==> src/rtl/uart_tx_fifo.sv <==
// Buffered UART transmitter: FIFO-fed 8N1 serialiser with back-to-back frames.
// Define UART_TX_PARITY_EN to insert an even-parity bit after the data bits (8E1).
module uart_tx_fifo #(
  parameter int unsigned CLK_HZ     = 12000000,
  parameter int unsigned BAUD       = 115200,
  parameter int unsigned FIFO_DEPTH = 16
) (
  input  logic                          clk,
  input  logic                          rst,
  input  logic [7:0]                    wr_data,
  input  logic                          wr_valid,
  output logic                          wr_ready,
  output logic                          tx,
  output logic                          busy,
  output logic [$clog2(FIFO_DEPTH):0]   fifo_count
);

  localparam int unsigned ClksPerBit = CLK_HZ / BAUD;
  localparam int unsigned CntW       = (ClksPerBit > 1) ? $clog2(ClksPerBit) : 1;
  localparam int unsigned PtrW       = $clog2(FIFO_DEPTH);
  localparam int unsigned CountW     = PtrW + 1;

  localparam logic [CntW-1:0]   CntLast   = CntW'(ClksPerBit - 1);
  localparam logic [CountW-1:0] CountFull = CountW'(FIFO_DEPTH);

  localparam logic [2:0] StIdle   = 3'd0;
  localparam logic [2:0] StStart  = 3'd1;
  localparam logic [2:0] StData   = 3'd2;
`ifdef UART_TX_PARITY_EN
  localparam logic [2:0] StParity = 3'd3;
`endif
  localparam logic [2:0] StStop   = 3'd4;

  // FIFO storage and bookkeeping
  logic [7:0]        mem_q [FIFO_DEPTH];
  logic [PtrW-1:0]   wr_ptr_q, rd_ptr_q;
  logic [CountW-1:0] count_q, count_d;
  logic              push, pop;
  logic [7:0]        head;

  // Serialiser state
  logic [2:0]        state_q, state_d;
  logic [CntW-1:0]   cnt_q, cnt_d;
  logic [2:0]        bit_idx_q, bit_idx_d;
  logic [2:0]        next_idx;
  logic [7:0]        shift_q, shift_d;
  logic              tx_q, tx_d;
  logic              bit_end;

  assign wr_ready   = (count_q != CountFull);
  assign push       = wr_valid && wr_ready;
  assign head       = mem_q[rd_ptr_q];
  assign fifo_count = count_q;
  assign tx         = tx_q;
  assign busy       = (state_q != StIdle) || (count_q != '0);
  assign bit_end    = (cnt_q == CntLast);
  assign next_idx   = bit_idx_q + 3'd1;
  assign count_d    = count_q + CountW'(push) - CountW'(pop);

  // Storage is not reset; a flush only needs the pointers and count cleared.
  always_ff @(posedge clk) begin
    if (push) begin
      mem_q[wr_ptr_q] <= wr_data;
    end
  end

  always_ff @(posedge clk) begin
    if (rst) begin
      wr_ptr_q <= '0;
      rd_ptr_q <= '0;
      count_q  <= '0;
    end else begin
      if (push) begin
        wr_ptr_q <= wr_ptr_q + PtrW'(1);
      end
      if (pop) begin
        rd_ptr_q <= rd_ptr_q + PtrW'(1);
      end
      count_q <= count_d;
    end
  end

  always_comb begin
    state_d   = state_q;
    cnt_d     = cnt_q;
    bit_idx_d = bit_idx_q;
    shift_d   = shift_q;
    tx_d      = tx_q;
    pop       = 1'b0;

    case (state_q)
      StIdle: begin
        if (count_q != '0) begin
          pop     = 1'b1;
          shift_d = head;
          tx_d    = 1'b0;
          cnt_d   = '0;
          state_d = StStart;
        end
      end

      StStart: begin
        if (bit_end) begin
          tx_d      = shift_q[0];
          bit_idx_d = '0;
          cnt_d     = '0;
          state_d   = StData;
        end else begin
          cnt_d = cnt_q + CntW'(1);
        end
      end

      StData: begin
        if (bit_end) begin
          cnt_d = '0;
          if (bit_idx_q == 3'd7) begin
`ifdef UART_TX_PARITY_EN
            tx_d    = ^shift_q;
            state_d = StParity;
`else
            tx_d    = 1'b1;
            state_d = StStop;
`endif
          end else begin
            bit_idx_d = next_idx;
            tx_d      = shift_q[next_idx];
          end
        end else begin
          cnt_d = cnt_q + CntW'(1);
        end
      end

`ifdef UART_TX_PARITY_EN
      StParity: begin
        if (bit_end) begin
          cnt_d   = '0;
          tx_d    = 1'b1;
          state_d = StStop;
        end else begin
          cnt_d = cnt_q + CntW'(1);
        end
      end
`endif

      StStop: begin
        if (bit_end) begin
          cnt_d = '0;
          // Chain straight into the next start bit so frames abut with no idle gap.
          if (count_q != '0) begin
            pop     = 1'b1;
            shift_d = head;
            tx_d    = 1'b0;
            state_d = StStart;
          end else begin
            state_d = StIdle;
          end
        end else begin
          cnt_d = cnt_q + CntW'(1);
        end
      end

      default: begin
        tx_d    = 1'b1;
        cnt_d   = '0;
        state_d = StIdle;
      end
    endcase
  end

  always_ff @(posedge clk) begin
    if (rst) begin
      state_q   <= StIdle;
      cnt_q     <= '0;
      bit_idx_q <= '0;
      shift_q   <= '0;
      tx_q      <= 1'b1;
    end else begin
      state_q   <= state_d;
      cnt_q     <= cnt_d;
      bit_idx_q <= bit_idx_d;
      shift_q   <= shift_d;
      tx_q      <= tx_d;
    end
  end

endmodule

==> config.mk <==
export PLATFORM = sky130hd
export DESIGN_NAME = uart_tx_fifo
export DESIGN_NICKNAME = d
export VERILOG_FILES = /design/src/rtl/uart_tx_fifo.sv
export SDC_FILE = /design/constraint.sdc
export NUM_CORES = 1
export LEC_CHECK = 0
export BUFFER_PORTS_ARGS = -buffer_cell sky130_fd_sc_hd__buf_4
export CORE_MARGIN = 2
export CORE_UTILIZATION = 60
export CTS_CLUSTER_SIZE = 28
export DETAILED_ROUTE_END_ITERATION = 10
export GPL_TIMING_DRIVEN = 0
export PLACE_DENSITY = 0.75
export REMOVE_ABC_BUFFERS = 1
export SLEW_MARGIN = 20
export SYNTH_ARGS = -nofsm -noshare
export SYNTH_HDL_FRONTEND = slang
export SYNTH_SLANG_ARGS = --single-unit
==> constraint.sdc <==
create_clock -name clk -period 3.94 [get_ports clk]
set_input_delay 0.394 -clock clk [delete_from_list [all_inputs] [get_ports clk]]
set_output_delay 0.394 -clock clk [all_outputs]
set_load 0.01 [all_outputs]
* Word-level counts from Yosys, hierarchy flattened
Memory sizes are Yosys's and may differ from the RTL's. A register that Yosys moved wholly into a read port is not among the register bits.
Cells that the tools add are included.
** Cells by class
- Reduce and logical (&&, ||, !) cells :: 12
- Multiplexer cells :: 32
- Add/subtract/negate cells :: 6
- Order comparisons :: 1
- Eq/ne operators :: 12
** Operator list (count)
- $mux W3 :: 8
- $mux W8 :: 2
- $pmux W8 S2 :: 1
- $mux W7 :: 2
- $pmux W7 S2 :: 1
- $ne A2 B2 Y1 const B :: 6
- $pmux W3 S4 :: 1
- $mux W1 :: 11
- $add A4 B1 Y4 const B :: 2
- $mux W4 :: 2
- $add A7 B1 Y7 const B :: 1
- $eq A7 B7 Y1 const B :: 1
- $eq A3 B3 Y1 const B :: 2
- $pmux W3 S2 :: 1
- $add A5 B1 Y5 :: 1
- $ne A5 B5 Y1 const B :: 1
- $reduce_and A5 Y1 :: 1
- $reduce_bool A5 Y1 :: 1
- $sub A5 B1 Y5 :: 1
- $lt A3 B4 Y1 const B :: 1
- $pmux W1 S4 :: 1
- $reduce_and A4 Y1 :: 1
- $reduce_bool A2 Y1 :: 2
- $add A3 B1 Y3 const B :: 1
- 11 further kinds :: 11
** Storage, ports and cells
- Input port bits :: 11
- Memories :: 1
- Output and inout bits :: 8
- Flip-flop bits (word level) :: 35
- RAM bits :: 128
** Memories
- mem_q :: depth 16, width 8, rd ports 1, clocked after memory_dff 1, write ports 1, RTL line 35 : logic [7:0] mem_q [FIFO_DEPTH];

* Logic depth before layout (Yosys ltp)
Gate-level depths: netlist of the first run.
- Depth in word-level cells :: 6
- Mapped depth :: 15
- Depth with buffers taken out :: 14

* Worst setup path before layout of the first run
No wires, ideal clock.
- Path type :: reg-to-reg
- Start :: reg count_q[3], in the netlist fifo_count[3]
- End :: reg count_q[4], in the netlist fifo_count[4]
- Period minus slack after synthesis :: 2.856 ns
- Path buffers :: 1
- Cell stages (with the launch flop) :: 16
- Library setup time :: 0.128 ns
- Arrival :: 2.729 ns
- Setup slack :: 1.084 ns
- Path through :: dfxtp_1 -> inv_1 -> ha_1 -> nor4b_1 -> nor3_1 -> nand2_1 -> clkbuf_1 -> or2_1 -> nand2_1 -> ha_1 -> fa_1 -> a21oi_1 -> nor2_1 -> nor2_1 -> xnor2_1 -> nor2_1
** On the way
- Word-level cells in the longest chain between the ends :: 5
** Ends and longest elaborated chain
- from (decl) :: RTL line 37 : logic [CountW-1:0] count_q, count_d;
- from (signal assigned) :: RTL line 79 : count_q <= count_d;
- parallel branches: the longest is 4 deep, another holds $add A5 B1 Y5
- $sub A5 B1 Y5 * :: RTL line 58 : assign count_d = count_q + CountW'(push) - CountW'(pop);
Every way passes the cells marked *.
A chain may end at the register's enable or synchronous reset.

* Worst setup path in the final report of the first run
- Start :: reg count_q[2], in the netlist fifo_count[2]
- End :: reg count_q[4], in the netlist fifo_count[4]
The elaborated chain is that of the path after synthesis.

==> results by group, run 1 <==
Outcome
  • Status: finished clean

Logic synthesis
  • XOR/XNOR Fraction of Synth Area: 0.0206
  • Yosys warns: 0
  • Number of synthesized register bits: 167
  • Cells after Synth: 433
  • Synth Area in Compound Gates: 0.0577
  • Most area-hungry cell type in the Yosys netlist: edfxtp_1
  • FFs w/ async S/R, synth: 0
  • Post-Synth Simple-Gate Area: 0.0789
  • Multiplexer area fraction after synthesis: 0.116
  • Syn Area/Cell: 15.7 um2
  • Prevailing post-synth register cell: edfxtp_1
  • Post-synth EDFFs: 128
  • Synth top area cells: edfxtp_1 (57%), dfxtp_1 (12%), mux4_2 (11%), ha_1 (2.4%), nor2_1 (1.9%)
  • Area share of fa/ha/maj cells after synthesis: 0.0269
  • Post-synthesis sequential area ratio: 0.681
  • Netlist cell types: 44
  • Largest family of logic cells by synthesized area: multiplexers
  • Area share of the largest cell type after synthesis: 0.566
  • Mapped cell area: 0.00679 mm2

Pwr
  • PwrDens: 628 mW/mm2
  • P_leak: 2.56 nW
  • Worst vdd ir: 0.000526 V

Drt
  • Routed Wire Length: around 13 mm
  • DRT antenna net count: 0
  • First-pass DRT Iterations: 5
  • WL per Instance: 21.6 um
  • Initial drt markers: 383
  • Via density: 6.18
  • Drc violations: 0
  • Via Count: 3729

Global routing
  • Initial antenna violation count: 0
  • Total GRT Usage: 0.238
  • Largest net degree at the start of global routing: 40
  • Vias in the first global route: ~3.6k
  • First-pass GRT wire length: 20.0 mm
  • Grt ovf: 0

CTS
  • Clk pin slew, worst setup/hold paths: around 0.060 ns
  • CTS tree: done
  • Hold Buf Count CTS: 0
  • Clock tree buffer depth: 2
  • Clock Latency Late Sink: ~0.42 ns
  • Post-CTS Resized: 0
  • Post-CTS setup buffers: 0
  • Clock Tree Root: clkbuf_16
  • Clock Sinks: 167
  • CTS H-Tree Depth: 4
  • TritonCTS Buffers: 17

Placed design
  • Area after DPL: 0.00707 mm2
  • Placed cells: 571
  • HPWL after DPL: 7.92 mm
  • Port Buffers: 18
  • Pre-CTS WS: 0.480 ns
  • RePlAce Congestion: 0.841

Finish
  • P&R area growth vs syn: 13.3%
  • Nets: 475
  • Share of cells above drive strength 1: 0.201
  • Non-filler cells in the finished layout: roughly 600
  • Antenna cells: 0
  • Fin area: a little under 0.008 mm2

Timing
  • Max-slew violations: 0
  • Setup TNS: 0 ns
  • Final hold vios: 0
  • Fin crit period: approximately 3.5 ns
  • Slew @ Worst Pin: 0.947 ns
  • Final-report setup violation count: 0
  • Final setup margin: 0.419 ns
  • Slew HR: 0.366
  • Worst Hold Slack: 0.274 ns
  • F_max: 284 MHz
  • Final worst path period share: 0.894
  • RSZ-0062 raised after global routing: no
  • Final Skew: 0.00878 ns

Die
  • Die Wd: 110 um
  • Chip height: 110 um
  • Num ports: 19
  • Core Region: about 0.011 mm2
  • Row count: 38
  • Die area: 0.0122 mm2
  • Initial core utilization: 0.621

Min path
  • Hold path start: wr_data[0]
  • Worst hold stages: 1
  • Hold Crit Class: in2reg

Critical path
  • Worst setup path end: fifo_count[4]
  • Crit path capture type: flip-flop
  • R2R depth: 14
  • Worst reg-to-reg setup slack: 0.42 ns
  • Worst Setup Start Kind: flip-flop
  • Reg2Reg Capture Point: fifo_count[4]
  • CP Data Required Time: 4.24 ns
  • Critical path class: reg2reg
  • CP Max Fanout: 20
  • R2R Path Start: fifo_count[2]
  • CP arrival: approximately 3.8 ns
  • Crit path from: fifo_count[2]

Flow run
  • Max cap viols: 0
==> cells by family after synthesis <==
logic type	after synthesis
muxes	36
and+or+nand+nor	108
xor gates and xnor gates	16
AOI/OAI and AO/OA	59
DFF	167
buffers and inverters	33
adders and majority gates	14
==> final cells by class <==
| class | count | area [um2] |
|---|---|---|
| inverter | 10 | 37.5 |
| tap | 140 | 175 |
| timing repair buffer | 21 | 170 |
| multi-input combinational | 233 | 2060 |
| fill | 697 | 3250 |
| sequential | 167 | 4630 |
| clock buffer | 19 | 433 |
| clock inverter | 13 | 189 |
==> placed cells by master, fill, tap and decap left out, drive strengths merged, types with 3 or more instances in the layout <==
cell / count
mux4: 34
nand3: 6
dfxtp: 39
and3: 4
clkinv: 3
nand4: 3
edfxtp: 128
nor2b: 4
a21o: 9
xnor2: 6
inv: 15
nor3: 11
xor2: 10
bufinv: 4
nand2: 25
a22oi: 17
ha: 13
o21ai: 6
or3: 3
a21oi: 18
nand2b: 4
nor2: 35
buf: 21
clkbuf: 19
==> sequential cells by signal (all words and copies together), names as in the netlist, named ones only <==
register    count
mem_q         128
shift_q         8
wr_ptr_q        4
fifo_count      5
rd_ptr_q        4
state_q         3
cnt_q           7
tx              1
bit_idx_q       3
==> critical path: stages (launching register included) <==
cell and delay, ns:
dfxtp_1 0.33, inv_1 0.08, ha_1 0.21, nor4b_1 0.56, nor3_1 0.19, nand2_1 0.56, or2_1 0.26, nand2_1 0.07
ha_1 0.22, fa_1 0.41, a21oi_1 0.16, nor2_1 0.05, nor2_1 0.11, xnor2_1 0.13, nor2_1 0.05
==> report_power, final <==
part	leakage (nW)	internal, mW	switching [mW]
combinational	0.787	0.452	0.444
sequential	1.48	2.03	0.167
clock	0.301	1.07	0.670
==> synth_stat cells, drive strengths merged (3+ instances only) <==
cell type / number
a21oi: 18
xnor2: 6
a22oi: 17
nor2: 35
mux4: 34
a21o: 9
nand2: 25
nor2b: 4
nor3: 11
edfxtp: 128
o21ai: 6
ha: 13
nand4: 3
inv: 10
buf: 9
or3: 3
xor2: 10
clkbuf: 14
nand3: 6
nand2b: 4
and3: 4
dfxtp: 39
==> worst min path at each step <==
stage / slack (ns) / to
2_1_floorplan: 0.43 / shift_q[7]
6_report: 0.27 / mem_q[7][0]
3_5_place_dp: 0.45 / shift_q[6]
4_1_cts: 0.26 / mem_q[12][6]
3_3_place_gp: 0.44 / shift_q[3]
5_1_grt: 0.27 / mem_q[13][2]
==> per-layer routing <==
metal	GRT usage	routed length, um	up-vias
li1	-	-	1703
met1	0.328	5570	1877
met2	0.376	6580	132
met3	0.0623	708	17
met4	0.0777	203	0
met5	0	0	-
==> per-stage QoR <==
| stage | utilization | total power, mW |
|---|---|---|
| 2_1_floorplan | - | 2.84 |
| 3_3_place_gp | 0.641 | 3.09 |
| 3_5_place_dp | 0.646 | 3.12 |
| 4_1_cts | 0.703 | 4.85 |
| 5_1_grt | 0.703 | 5.04 |
| 6_report | 0.703 | 4.83 |
No activity file was read; power rests on OpenSTA's default activity.
==> run 2: changes to the inputs <==
Settings changed: BUFFER_PORTS_ARGS -buffer_cell sky130_fd_sc_hd__buf_4 to not set, DONT_BUFFER_PORTS set to 1, PLACE_DENSITY 0.75 to 0.74.
==> results by group, run 2 (synthesis results as in run 1) <==
Drt
  • First-pass DRT Iterations: 5 (unchanged)
  • DRT antenna net count: 0 (unchanged)
  • WL per Instance: 21.3 um (-1.5%)
  • Initial drt markers: 344 (-10%)
  • Via Count: 3619 (-2.9%)
  • Routed Wire Length: 12.5 mm (-4.6%)
  • Via density: 6.20 (+0.21%)
  • Drc violations: 0 (unchanged)

Critical path
  • Critical path class: reg2reg
  • CP arrival: 3.86 ns (+0.04 ns)
  • CP cell instances: inv_1 > ha_1 > nor4b_1 > nor3_1 > nand2_1 > or2_1 > nand2_1 > ha_1 > fa_1 > a21oi_1 > nor2_1 > nor2_1 > xnor2_1 > nor2_1
  • Crit path capture type: flip-flop
  • R2R depth: 14 (unchanged)
  • CP Max Fanout: 20 (unchanged)
  • Top cell by count, worst path: nor2_1
  • Worst Setup Start Kind: flip-flop
  • R2R Path Start: fifo_count[2]
  • Crit path max-delay cell type: nand2_1
  • Worst reg-to-reg setup slack: 0.41 ns (about the same)
  • Bufs and invs on worst path: 1 (unchanged)
  • Slowest stage delay, CP: 0.56 ns (about the same)
  • Reg2Reg Capture Point: fifo_count[4]
  • Crit path max-delay family: simple AND/OR/NAND/NOR gates
  • CP Data Required Time: 4.26 ns (+0.02 ns)

Die
  • Row count: 38 (unchanged)
  • Core Region: 0.0109 mm2 (unchanged)
  • Initial core utilization: 0.621 (unchanged)
  • Die Wd: 110 um (unchanged)
  • Die area: 0.0122 mm2 (unchanged)
  • Num ports: 19 (unchanged)
  • Chip height: 110 um (unchanged)

Finish
  • P&R area growth vs syn: 10.1%
  • Area of the multi-input gates: 0.00206 mm2 (unchanged)
  • Final core utilization: 0.683 (-0.0198)
  • Number of fill cells: 730 (+4.7%)
  • Most common cell after layout, fill and taps aside: edfxtp_1
  • Largest Register: mem_q
  • Nets: 457 (-3.8%)
  • Biggest regs: mem_q x128, shift_q x8, cnt_q x7
  • Non-filler cells in the finished layout: 584 (-3.2%)
  • Most frequent cells in the layout: edfxtp_1 (128), dfxtp_1 (37), nor2_1 (35)
  • Largest register FFs: 128 (unchanged)
  • Register Area: 0.00463 mm2 (unchanged)
  • Antenna cells: 0 (unchanged)
  • Share of cells above drive strength 1: 0.164 (-0.0364)

Timing
  • RSZ-0062 raised after global routing: no
  • Slew HR: 0.321 (-0.0449)
  • Final hold vios: 0 (unchanged)
  • F_max: 283 MHz (-0.38%)
  • Final worst path period share: 0.897 (+0.00343)
  • Max-slew violations: 0 (unchanged)
  • Final-report setup violation count: 0 (unchanged)
  • Setup TNS: 0 ns (unchanged)
  • Fin crit period: 3.53 ns (+0.0135 ns)
  • Final setup margin: 0.405 ns (-0.0135 ns)
  • Slew @ Worst Pin: 1.01 ns (+0.0671 ns)
  • Final Skew: 0.00923 ns (+0.000455 ns)

CTS
  • Clock tree buffer depth: 2 (unchanged)
  • CTS H-Tree Depth: 4 (unchanged)
  • Clock Latency Late Sink: 0.43 ns (about the same)
  • Clock Sinks: 167 (unchanged)
  • Clk pin slew, worst setup/hold paths: 0.06 ns (about the same)
  • Hold Buf Count CTS: 0 (unchanged)
  • Post-CTS setup buffers: 0 (unchanged)
  • Post-CTS Resized: 0 (unchanged)
  • TritonCTS Buffers: 17 (unchanged)
  • Clock Tree Root: clkbuf_16
  • CTS tree: done

Global routing
  • Largest net degree at the start of global routing: 40 (unchanged)
  • Initial antenna violation count: 0 (unchanged)
  • Vias in the first global route: 3628 (-0.11%)
  • First-pass GRT wire length: 19.6 mm (-1.7%)
  • Total GRT Usage: 0.234 (-0.00398)
  • Grt ovf: 0 (unchanged)

Min path
  • Worst hold stages: 1 (unchanged)
  • Hold path start: rst
  • Hold Crit Class: in2reg
  • WHS Endpoint: shift_q[2]

Placed design
  • Placed cells: 553 (-3.2%)
  • Port Buffers: 0 (-18)
  • HPWL after DPL: 7.70 mm (-2.7%)
  • Pre-CTS WS: 0.421 ns (-0.0584 ns)
  • RePlAce Congestion: 0.826 (-1.8%)

Pwr
  • P_leak: 2.43 nW (-5.4%)
  • PwrDens: 606 mW/mm2 (-3.6%)
  • Final Power: 4.53 mW (-6.3%)
  • Worst vdd ir: 0.000536 V (+2.0%)

Flow run
  • Max cap viols: 0 (unchanged)

Outcome
  • Status: finished clean
[run 2: power by group]
part	switching, mW	internal [mW]	total [mW]
Sequential	0.174	2.03	2.20
Combinational	0.391	0.409	0.800
Clock	0.657	0.865	1.52
Total	1.22	3.30	4.53
[run 2: final cells by class]
class	count	share of cell area
clock buffers	20	0.0584
clock inverters	11	0.0139
inverters	10	0.00502
multi-input cells	233	0.275
flip-flops and latches	167	0.619
well taps	140	0.0234
repair buffers	3	0.00469
[run 2: through the flow]
| step | instance area, um2 | hold WS (ns) |
|---|---|---|
| 2_1_floorplan | 6700 | 0.427 |
| 3_3_place_gp | 6870 | 0.437 |
| 3_5_place_dp | 6930 | 0.441 |
| 4_1_cts | 7470 | 0.0182 |
| 5_1_grt | 7470 | 0.0104 |
| 6_report | 7470 | 0.0296 |
[run 2: worst max path at each step]
stage                        startpoint       endpoint  slack [ns]  cells past startpoint
after floorplan           fifo_count[3]  fifo_count[4]        1.07                     14
after global placement    fifo_count[3]  fifo_count[4]        0.53                     14
after detailed placement  fifo_count[3]  fifo_count[4]        0.42                     14
after CTS                 fifo_count[2]  fifo_count[4]        0.40                     14
after global routing      fifo_count[2]  fifo_count[4]        0.03                     14
final                     fifo_count[2]  fifo_count[4]        0.41                     14
[run 2: layer usage]
metal / track usage / share of wire / vias up
met1: 0.309 / 0.42 / 1815
met5: 0 / 0 / -
met4: 0.0902 / 0.021 / 0
met2: 0.364 / 0.49 / 109
met3: 0.0776 / 0.065 / 26
li1: - / - / 1669
[run 2: worst register-to-register path, delay by kind of cell (launching register included)]
kind,cells,cell delay (ns)
buffers and inverters,1,0.10
adder cells (fa/ha/maj),3,0.84
XOR/XNOR,1,0.13
flip-flops,1,0.36
AO/OA/AOI/OAI,1,0.17
AND/OR/NAND/NOR,8,1.83
